**src/rtl/unidade_controle.sv**
```systemverilog
// Stack-machine control unit: accepts one instruction at a time and sequences the
// push/pop/ALU strobes for the stack datapath while tracking occupancy and errors.
module unidade_controle #(
    parameter int DEPTH = 16,
    parameter int DW    = 16
) (
    input  logic          clk,
    input  logic          reset,
    input  logic          instr_valid,
    input  logic [4:0]    instr_op,
    input  logic [DW-1:0] instr_imm,
    output logic          instr_ready,
    output logic          wren,
    output logic          controle_pilha,
    output logic          pilha_en,
    output logic          load_temp1,
    output logic          load_temp2,
    output logic [DW-1:0] din_UC,
    output logic [4:0]    opcode,
    output logic [4:0]    depth,
    output logic          done,
    output logic          erro
);

    typedef enum logic [2:0] {
        S_IDLE  = 3'd0,
        S_PUSH  = 3'd1,
        S_POP   = 3'd2,
        S_LD_T1 = 3'd3,
        S_LD_T2 = 3'd4,
        S_EXEC  = 3'd5,
        S_WB    = 3'd6,
        S_FIM   = 3'd7
    } state_t;

    localparam logic [4:0] OP_PUSH   = 5'b10000;
    localparam logic [4:0] OP_POP    = 5'b10001;
    localparam logic [4:0] OP_NOP    = 5'b11111;
    localparam logic [4:0] DEPTH_MAX = 5'(DEPTH);

    // ALU operations occupy the bottom eight codes (00000..00111).
    function automatic logic is_alu_op(input logic [4:0] op);
        return (op[4:3] == 2'b00);
    endfunction

    state_t        state_q, state_d;
    logic [4:0]    depth_q, depth_d;
    logic          erro_q, erro_d;
    logic [4:0]    op_q, op_d;
    logic [DW-1:0] imm_q, imm_d;

    logic          instr_ready_q, instr_ready_d;
    logic          wren_q, wren_d;
    logic          controle_pilha_q, controle_pilha_d;
    logic          pilha_en_q, pilha_en_d;
    logic          load_temp1_q, load_temp1_d;
    logic          load_temp2_q, load_temp2_d;
    logic [DW-1:0] din_uc_q, din_uc_d;
    logic [4:0]    opcode_q, opcode_d;
    logic          done_q, done_d;

    // Next-state, occupancy and error tracking; all checks happen at acceptance.
    always_comb begin
        state_d = state_q;
        depth_d = depth_q;
        erro_d  = erro_q;
        op_d    = op_q;
        imm_d   = imm_q;
        case (state_q)
            S_IDLE: begin
                if (instr_valid) begin
                    op_d  = instr_op;
                    imm_d = instr_imm;
                    if (is_alu_op(instr_op)) begin
                        if (depth_q < 5'd2) begin
                            erro_d  = 1'b1;
                            state_d = S_FIM;
                        end else begin
                            state_d = S_LD_T1;
                        end
                    end else if (instr_op == OP_PUSH) begin
                        if (depth_q == DEPTH_MAX) begin
                            erro_d  = 1'b1;
                            state_d = S_FIM;
                        end else begin
                            state_d = S_PUSH;
                        end
                    end else if (instr_op == OP_POP) begin
                        if (depth_q == 5'd0) begin
                            erro_d  = 1'b1;
                            state_d = S_FIM;
                        end else begin
                            state_d = S_POP;
                        end
                    end else if (instr_op == OP_NOP) begin
                        state_d = S_FIM;
                    end else begin
                        erro_d  = 1'b1;
                        state_d = S_FIM;
                    end
                end else begin
                    state_d = S_IDLE;
                end
            end
            S_PUSH: begin
                depth_d = depth_q + 5'd1;
                state_d = S_FIM;
            end
            S_POP: begin
                depth_d = depth_q - 5'd1;
                state_d = S_FIM;
            end
            S_LD_T1: begin
                depth_d = depth_q - 5'd1;
                state_d = S_LD_T2;
            end
            S_LD_T2: begin
                depth_d = depth_q - 5'd1;
                state_d = S_EXEC;
            end
            S_EXEC: begin
                state_d = S_WB;
            end
            S_WB: begin
                depth_d = depth_q + 5'd1;
                state_d = S_FIM;
            end
            S_FIM: begin
                state_d = S_IDLE;
            end
            default: begin
                state_d = S_IDLE;
            end
        endcase
    end

    // Output decode from the upcoming state so every strobe leaves a flop.
    always_comb begin
        instr_ready_d    = 1'b0;
        wren_d           = 1'b0;
        controle_pilha_d = 1'b0;
        pilha_en_d       = 1'b0;
        load_temp1_d     = 1'b0;
        load_temp2_d     = 1'b0;
        din_uc_d         = '0;
        opcode_d         = 5'b00000;
        done_d           = 1'b0;
        case (state_d)
            S_IDLE: begin
                instr_ready_d = 1'b1;
            end
            S_PUSH: begin
                wren_d     = 1'b1;
                pilha_en_d = 1'b1;
                din_uc_d   = imm_d;
            end
            S_POP: begin
                pilha_en_d = 1'b1;
            end
            S_LD_T1: begin
                pilha_en_d   = 1'b1;
                load_temp1_d = 1'b1;
                opcode_d     = op_d;
            end
            S_LD_T2: begin
                pilha_en_d   = 1'b1;
                load_temp2_d = 1'b1;
                opcode_d     = op_d;
            end
            S_EXEC: begin
                opcode_d = op_d;
            end
            S_WB: begin
                wren_d           = 1'b1;
                controle_pilha_d = 1'b1;
                pilha_en_d       = 1'b1;
                opcode_d         = op_d;
            end
            S_FIM: begin
                done_d = 1'b1;
            end
            default: begin
                instr_ready_d = 1'b0;
            end
        endcase
    end

    // State, bookkeeping and output registers with synchronous active-low reset.
    always_ff @(posedge clk) begin
        if (!reset) begin
            state_q          <= S_IDLE;
            depth_q          <= 5'd0;
            erro_q           <= 1'b0;
            op_q             <= 5'b00000;
            imm_q            <= '0;
            instr_ready_q    <= 1'b1;
            wren_q           <= 1'b0;
            controle_pilha_q <= 1'b0;
            pilha_en_q       <= 1'b0;
            load_temp1_q     <= 1'b0;
            load_temp2_q     <= 1'b0;
            din_uc_q         <= '0;
            opcode_q         <= 5'b00000;
            done_q           <= 1'b0;
        end else begin
            state_q          <= state_d;
            depth_q          <= depth_d;
            erro_q           <= erro_d;
            op_q             <= op_d;
            imm_q            <= imm_d;
            instr_ready_q    <= instr_ready_d;
            wren_q           <= wren_d;
            controle_pilha_q <= controle_pilha_d;
            pilha_en_q       <= pilha_en_d;
            load_temp1_q     <= load_temp1_d;
            load_temp2_q     <= load_temp2_d;
            din_uc_q         <= din_uc_d;
            opcode_q         <= opcode_d;
            done_q           <= done_d;
        end
    end

    assign instr_ready    = instr_ready_q;
    assign wren           = wren_q;
    assign controle_pilha = controle_pilha_q;
    assign pilha_en       = pilha_en_q;
    assign load_temp1     = load_temp1_q;
    assign load_temp2     = load_temp2_q;
    assign din_UC         = din_uc_q;
    assign opcode         = opcode_q;
    assign depth          = depth_q;
    assign done           = done_q;
    assign erro           = erro_q;

endmodule
```
**config.mk**
```make
export PLATFORM = sky130hd
export DESIGN_NAME = unidade_controle
export DESIGN_NICKNAME = d
export VERILOG_FILES = /design/src/rtl/unidade_controle.sv
export SDC_FILE = /design/constraint.sdc
export NUM_CORES = 1
export LEC_CHECK = 0
export ABC_AREA = 1
export CAP_MARGIN = 20
export CORE_ASPECT_RATIO = 1.25
export CORE_UTILIZATION = 25
export CTS_CLUSTER_SIZE = 28
export DETAILED_ROUTE_END_ITERATION = 12
export GPL_ROUTABILITY_DRIVEN = 0
export MAX_ROUTING_LAYER = met4
export PLACE_DENSITY = 0.54
export SLEW_MARGIN = 30
export SYNTH_ARGS = -nofsm -noshare
export SYNTH_HDL_FRONTEND = slang
export SYNTH_SLANG_ARGS = --single-unit
export TNS_END_PERCENT = 5
```
**constraint.sdc**
```tcl
create_clock -name clk -period 2.3 [get_ports clk]
set_clock_uncertainty 0.2 [all_clocks]
set_input_delay 0.23 -clock clk [delete_from_list [all_inputs] [get_ports clk]]
set_output_delay 0.23 -clock clk [all_outputs]
set_load 0.1 [all_outputs]
```
==> impl_metrics.ini, run 1 <==
[logic_synthesis]
ys_ff_latch = 58
netlist_area_sq_mm = 0.00220
synth_warnings = 0
synth.avg_cell_area_sq_um = 9.03
ys_types = 28
syn_nets = 272
ys_seq_area_frac = 0.527
syn_inst = 244

[detailed_routing]
routed_wl_um = 4780
avgViaCountPerCell = 4.00
met1Wirelength_um = 2290
wire_per_inst_um = 11.0
drt-pass1-iter-count = 5
route.detailed.drc = 0
wl_met2_um = 2220
routed-wl-met3_um = 209
highest_layer = met4
antenna_left = 0
vias = 1733
drt_iter0_markers = 44

[setup_path]
end_kind = flop
required_ns = 2.36
path_class = flop to flop
slowest_stage = dfxtp_1
worst_ep_arrival_time_ns = 2.13
cp_num_buf_inv = 3
crit_chain = inv_2 > nor2_1 > inv_1 > o21ai_2 > inv_2 > ha_1 > nand2_1 > o21ai_2 > nor2_1 > nor2_1 > nand2_1 > nand2_1 > nand2_1 > nor2_1
slowest_delay_ns = 0.34
cp_max_fo = 5
crit_family = simple AND/OR/NAND/NOR gates
crit_path_start_kind = flop

[cells_and_area]
fin_nets = 339
syn2layout_area_growth_pct = 36.9
n_antenna_cell = 0
final_cell_mix = dfxtp_1, nor2_1, buf_4, nand2_1, clkdlybuf4s50_1
drive_gt1_frac = 0.285
final_common_cell = dfxtp_1

[min_path]
hp-class = flop to flop

[sta]
max_freq_mhz = 485
drv_slew = 0
tightest_slew_ns = 0.323
timing.hold.ws_ns = 0.269
tns_ns = 0
hold_viol_final = 0
rsz0062_at_grt = no
finalCriticalPeriod_ns = 2.06
max_slew_margin = 0.779
finalCritPeriodShare = 0.897
setup_violations = 0

[global_routing]
grtUsageTotal = 0.113
grt_pass1_wl_um = 7770
grt_max_degree = 18
antenna_found_initial = 0
grt.overflow.total = 0
grt_pass1_vias = 1692

[floorplan]
fp.dieH_um = 107
ios = 58
initial_utilization = 0.263
die_width_um = 86.0
coreArea_sq_mm = 0.00838
fp-row-count = 37
die_area_sq_mm = 0.00920

[outcome]
run_status = complete, no violations

[clock_network]
cts.reportedPaths.clkPinSlew_ns = 0.06
postCtsSetupRepairBufs = 0
cts_buffers = 9
cts-root-buf = clkbuf_8
cts_hold_buf = 0
clkLatencyLatePin_ns = 0.33
tritoncts = built
cts.sinks = 58
clockBufferDepth = 2
h-tree-depth = 3

[placed_design]
portBuffers = 57
dp_hpwl_um = 3410

[power]
cellPowerDensity_mw_per_mm2 = 1310
peakVddDrop_mv = 0.853
p_leak_nw = 1.41

[job]
drv_cap = 0
-- tightest hold or removal path: stages, from the launching register on --
cell and delay [ns]:
dfxtp_1 0.32, inv_1 0.05, a21oi_1 0.05
-- cell usage after synthesis --
master | n | area share
nor2_4 | 4 | 0.020
xnor2_1 | 1 | 0.0040
buf_12 | 1 | 0.0091
a21oi_2 | 1 | 0.0040
inv_4 | 1 | 0.0028
nand2_1 | 31 | 0.053
nor4_1 | 1 | 0.0028
nor3_1 | 1 | 0.0023
a21oi_1 | 14 | 0.032
nand2_2 | 3 | 0.0085
nor2_2 | 10 | 0.028
inv_2 | 5 | 0.0085
buf_4 | 1 | 0.0034
o21ai_1 | 1 | 0.0023
mux2i_1 | 18 | 0.082
inv_1 | 17 | 0.029
nand3_2 | 2 | 0.0091
fa_1 | 1 | 0.0091
nand3_1 | 4 | 0.0091
buf_1 | 1 | 0.0017
nand2_4 | 3 | 0.015
xor2_1 | 1 | 0.0040
o21ai_0 | 12 | 0.027
dfxtp_1 | 58 | 0.53
clkbuf_1 | 2 | 0.0034
nor2_1 | 46 | 0.078
ha_1 | 3 | 0.017
buf_8 | 1 | 0.0068
-- area by class of cell --
class / instances / area (sq um)
Fill cell: 854 / 5360
Sequential cell: 58 / 1160
Tap cell: 117 / 146
Clock inverter: 5 / 30.0
Timing Repair Buffer: 62 / 523
Multi-Input combinational cell: 157 / 923
Clock buffer: 11 / 141
Inverter: 23 / 88.8
-- worst paths after layout --
kind              slack, ns             startpoint  cells after the start                     to
setup / recovery       0.24  state_q[1]$_SDFF_PN0_                     14  depth[4]$_SDFFE_PN0P_
hold / removal         0.27      erro$_SDFFE_PN0P_                      2      erro$_SDFFE_PN0P_
setup reg to reg       0.24  state_q[1]$_SDFF_PN0_                     14  depth[4]$_SDFFE_PN0P_
hold reg to reg        0.27      erro$_SDFFE_PN0P_                      2      erro$_SDFFE_PN0P_
-- per-layer routing --
layer | vias up | GRT usage
met2 | 45 | 0.171
met3 | 5 | 0.0339
li1 | 906 | -
met4 | 0 | 0.0500
met1 | 777 | 0.138
met5 | - | -
-- logic make-up after synthesis --
logic type | share of synthesized area
AND/OR/NAND/NOR | 0.227
flip-flops | 0.527
buffers and inverters | 0.0647
AO/OA/AOI/OAI | 0.0653
multiplexers | 0.0818
adder cells (fa/ha/maj) | 0.0261
XOR/XNOR | 0.00795
-- sequential cells by signal, summed over array words and instances (netlist names) --
register,cells
din_UC,16
load_temp2,1
controle_pilha,1
wren,1
load_temp1,1
done,1
instr_ready,1
depth,5
imm_q,16
pilha_en,1
erro,1
state_q,3
opcode,5
op_q,5
-- timing repair --
item | in CTS | in global routing
gates resized for setup | 1 | 6
setup endpoints to repair | 1 | 2
pin swaps | 0 | 0
-- power by group --
part           switching (mW)  internal, mW  total [mW]
combinational            1.36         0.516        1.87
clock                   0.391         0.414       0.805
sequential             0.0996          1.17        1.27
-- through the flow --
stage / power (mW) / util / cells / instance area, sq um / worst slack (ns)
2_1_floorplan: 2.76 / - / 244 / 2210 / 0.0565
3_3_place_gp: 3.10 / 0.337 / 417 / 2820 / 0.0743
3_5_place_dp: 3.11 / 0.337 / 417 / 2820 / 0.00115
4_1_cts: 3.94 / 0.357 / 433 / 2990 / 0.0882
5_1_grt: 4.20 / 0.360 / 433 / 3020 / 0.00811
6_report: 3.95 / 0.360 / 433 / 3020 / 0.236
Power figures use the tool's default switching activity.
==> run 2: changes to the inputs <==
- REMOVE_ABC_BUFFERS: not set -> 1
- SLEW_MARGIN: 30 -> not set
==> impl_metrics.ini, run 2 (synthesized netlist as in run 1, its figures left out) <==
[clock_network]
tritoncts = built
cts.sinks = 58
cts_buffers = 9
cts-root-buf = clkbuf_8
clockBufferDepth = 2
cts.reportedPaths.clkPinSlew_ns = 0.06
h-tree-depth = 3
cts_hold_buf = 0
postCtsSetupRepairBufs = 0
clkLatencyLatePin_ns = 0.33

[detailed_routing]
wire_per_inst_um = 10.7
routed_wl_um = 4640
drt_iter0_markers = 31
avgViaCountPerCell = 4.03
antenna_left = 0
vias = 1739
route.detailed.drc = 0
drt-pass1-iter-count = 4

[setup_path]
required_ns = 2.37
slowest_delay_ns = 0.34
worst_ep_arrival_time_ns = 2.12
cp_max_fo = 5
crit_chain = inv_2 > nor2_1 > inv_1 > o21ai_2 > inv_2 > ha_1 > nand2_1 > o21ai_2 > nor2_1 > nor2_1 > nand2_1 > nand2_1 > nand2_1 > nor2_1
crit_family = simple AND/OR/NAND/NOR gates
end_kind = flop
crit_path_start_kind = flop
slowest_stage = dfxtp_1
path_class = flop to flop
cp_num_buf_inv = 3

[cells_and_area]
syn2layout_area_growth_pct = 39.3
fin_nets = 338
n_antenna_cell = 0
finish.utilization = 0.366
final_cell_mix = dfxtp_1, nor2_1, buf_4, nand2_1, clkdlybuf4s50_1
final_common_cell = dfxtp_1
drive_gt1_frac = 0.276

[floorplan]
ios = 58
initial_utilization = 0.263
coreArea_sq_mm = 0.00838
die_width_um = 86.0
fp-row-count = 37
fp.dieH_um = 107
die_area_sq_mm = 0.00920

[outcome]
run_status = complete, no violations

[power]
p_leak_nw = 1.43
cellPowerDensity_mw_per_mm2 = 1370
peakVddDrop_mv = 1.09
p_total_mw = 4.22

[sta]
drv_slew = 0
max_freq_mhz = 487
timing.final.ws_setup_ns = 0.248
hold_viol_final = 0
tightest_slew_ns = 0.351
setup_violations = 0
finalCritPeriodShare = 0.892
finalCriticalPeriod_ns = 2.05
rsz0062_at_grt = no
tns_ns = 0
max_slew_margin = 0.765

[global_routing]
grt_pass1_wl_um = 7520
grt.overflow.total = 0
antenna_found_initial = 0
grt_pass1_vias = 1670
grt_max_degree = 19
grtUsageTotal = 0.113

[min_path]
hp-class = flop to flop

[job]
drv_cap = 0

[placed_design]
dpl_worst_slack_ns = -0.00171
dp_hpwl_um = 3320
portBuffers = 57
## run 2: stage by stage
stage	cells	instance area, sq um	hold slack (ns)
after detailed placement	416	2810	0.242
after global placement	416	2810	0.242
after floorplan	238	2150	0.119
after CTS	432	3050	0.252
final	432	3070	0.250
after global routing	432	3070	0.272
## run 2: worst paths after layout
kind / from / end / slack, ns / cells after the start
worst max-delay path: state_q[1]$_SDFF_PN0_ / depth[4]$_SDFFE_PN0P_ / 0.25 / 14
worst min-delay path: erro$_SDFFE_PN0P_ / erro$_SDFFE_PN0P_ / 0.25 / 2
worst max register to register: state_q[1]$_SDFF_PN0_ / depth[4]$_SDFFE_PN0P_ / 0.25 / 14
worst min register to register: erro$_SDFFE_PN0P_ / erro$_SDFFE_PN0P_ / 0.25 / 2
## run 2: tightest hold or removal path: cells and delay by family, from the launching register on
family          cells  cell delay [ns]
flops               1             0.31
buf+inv             1             0.05
compound gates      1             0.05
## run 2: power by group
| part | switching [mW] | total (mW) | internal, mW | leakage (nW) |
|---|---|---|---|---|
| Sequential | 0.0971 | 1.27 | 1.17 | 0.473 |
| Clock | 0.395 | 1.09 | 0.697 | 0.119 |
| Combinational | 1.35 | 1.86 | 0.510 | 0.843 |
| Total | 1.84 | 4.22 | 2.38 | 1.43 |
## run 2: what timing repair did
item                                    4_1_cts  5_1_grt
gates cloned                                  0        0
endpoints found under the setup margin        1        1
gates resized for setup                       1        5
## run 2: layer usage
metal	part of all wire	GRT usage	vias up
li1	-	-	905
met1	0.45	0.121	783
met2	0.47	0.182	45
met3	0.057	0.0331	6
met4	0.016	0.0679	0
met5	0	-	-
## run 2: final cells by class
| class | instances | area (sq um) |
|---|---|---|
| Fill cell | 887 | 5310 |
| Sequential cell | 58 | 1160 |
| Multi-Input combinational cell | 157 | 920 |
| Timing Repair Buffer | 61 | 515 |
| Clock buffer | 12 | 165 |
| Tap cell | 117 | 146 |
| Inverter | 23 | 88.8 |
| Clock inverter | 4 | 72.6 |
==> run 3: changes to the inputs <==
- PLACE_DENSITY: 0.54 -> not set
- PLACE_DENSITY_LB_ADDON: not set -> 0.25
==> impl_metrics.ini, run 3 (synthesized netlist as in run 1, its figures left out) <==
[setup_path]
worst_ep_arrival_time_ns = 2.09
cp_max_fo = 5
reg2reg_depth = 14
required_ns = 2.33
reg2reg_from = state_q[1]$_SDFF_PN0_
crit_path_start_kind = flop
path_class = flop to flop
r2r_slack_ns = 0.24
end_kind = flop
reg2reg_to = depth[4]$_SDFFE_PN0P_

[detailed_routing]
route.detailed.drc = 0
drt-pass1-iter-count = 4
antenna_left = 0
routed_wl_um = 4690
drt_iter0_markers = 47
wire_per_inst_um = 10.8
avgViaCountPerCell = 4.04
vias = 1748

[power]
p_seq_frac = 0.305
p_int_mw = 2.31
p_clk_frac = 0.248
peakVddDrop_mv = 0.944
p_sw_frac = 0.442
p_switching_mw = 1.84
cellPowerDensity_mw_per_mm2 = 1360
p_total_mw = 4.15
combinationalPowerShare = 0.447
p_leak_nw = 1.43

[sta]
max_slew_margin = 0.706
setup_violations = 0
tns_ns = 0
timing.final.ws_setup_ns = 0.243
timing.hold.ws_ns = 0.254
hold_viol_final = 0
tightest_slew_ns = 0.441
finalCriticalPeriod_ns = 2.06
rsz0062_at_grt = no
max_freq_mhz = 486
finalCritPeriodShare = 0.894
drv_slew = 0

[cells_and_area]
finish.utilization = 0.364
final_common_cell = dfxtp_1
fin_nets = 339
syn2layout_area_growth_pct = 38.6
fin_cells = 433
final_cell_mix = dfxtp_1, nor2_1, buf_4, nand2_1, clkdlybuf4s50_1
num-fill-cells = 881
postLayoutCellArea_sq_mm = 0.00305
drive_gt1_frac = 0.272
n_antenna_cell = 0

[floorplan]
ios = 58
fp.dieH_um = 107
coreArea_sq_mm = 0.00838
die_width_um = 86.0
die_area_sq_mm = 0.00920
fp-row-count = 37
initial_utilization = 0.263

[global_routing]
grt.overflow.total = 0
grt_use_met1 = 0.134
grtUsageTotal = 0.115
grt_max_degree = 18
grt_pass1_wl_um = 7730
grt_util_met2 = 0.177
grt_pass1_vias = 1669
antenna_found_initial = 0
busiest_layer = met2
use_met3 = 0.0408

[clock_network]
cts_buffers = 9
cts-root-buf = clkbuf_8
cts.sinks = 58
cts.reportedPaths.clkPinSlew_ns = 0.06
h-tree-depth = 3
postCtsSetupRepairBufs = 0
clkLatencyLatePin_ns = 0.33
tritoncts = built
clockBufferDepth = 2

[min_path]
hold_path_end = erro$_SDFFE_PN0P_
hp-start = erro$_SDFFE_PN0P_
min_path_cells = 2
hp-class = flop to flop

[placed_design]
dpl.cell_count = 417
portBuffers = 57
dpl_worst_slack_ns = 0.0640
place_area_sq_mm = 0.00282
dp_hpwl_um = 3400

[outcome]
run_status = complete, no violations

[job]
drv_cap = 0
-- run 3: worst max path at each step --
stage / slack [ns] / startpoint / depth (start not counted) / endpoint
after floorplan: -0.23 / depth[0]$_SDFFE_PN0P_ / 8 / depth[4]$_SDFFE_PN0P_
final: 0.24 / state_q[1]$_SDFF_PN0_ / 14 / depth[4]$_SDFFE_PN0P_
after CTS: 0.05 / state_q[1]$_SDFF_PN0_ / 13 / depth[4]$_SDFFE_PN0P_
after global routing: 0.05 / state_q[0]$_SDFF_PN0_ / 13 / depth[4]$_SDFFE_PN0P_
after detailed placement: 0.06 / state_q[1]$_SDFF_PN0_ / 13 / depth[4]$_SDFFE_PN0P_
after global placement: 0.11 / state_q[1]$_SDFF_PN0_ / 13 / depth[4]$_SDFFE_PN0P_
-- run 3: power by group through the flow --
stage | logic [mW] | registers [mW] | clock network, mW
floorplan | 0.757 | 1.96 | 0
global placement | 1.82 | 1.28 | 0
detailed placement | 1.84 | 1.28 | 0
CTS | 1.84 | 1.27 | 1.07
global route | 2.02 | 1.29 | 1.11
finish | 1.86 | 1.27 | 1.03
-- run 3: timing repair --
item / 4_1_cts / 5_1_grt
hold buffers: 0 / 0
gates resized for setup: 0 / 5
endpoints found under the setup margin: 0 / 2
-- run 3: worst max-delay path, cell delays in order (launching register included) --
cell and delay [ns]:
dfxtp_1 0.34, inv_2 0.06, nor2_1 0.12, inv_1 0.07, o21ai_2 0.16, inv_2 0.09, ha_1 0.33, a21oi_1 0.13
o21ai_1 0.09, nor2_1 0.11, nor2_1 0.04, nand2_1 0.08, nand2_1 0.05, nand2_1 0.05, nor2_1 0.03
-- run 3: final cells by class --
cell class | instances | area, sq um | share of cell area
inverters | 23 | 88.8 | 0.0291
clock inverters | 5 | 77.6 | 0.0254
flip-flops and latches | 58 | 1160 | 0.380
multi-input cells | 157 | 916 | 0.300
clock buffers | 11 | 141 | 0.0463
well taps | 117 | 146 | 0.0479
repair buffers | 62 | 523 | 0.171
-- run 3: per-layer routing --
layer | vias up | routed length (um)
li1 | 903 | -
met1 | 792 | 2170
met2 | 44 | 2180
met3 | 9 | 253
met4 | 0 | 80
met5 | - | 0
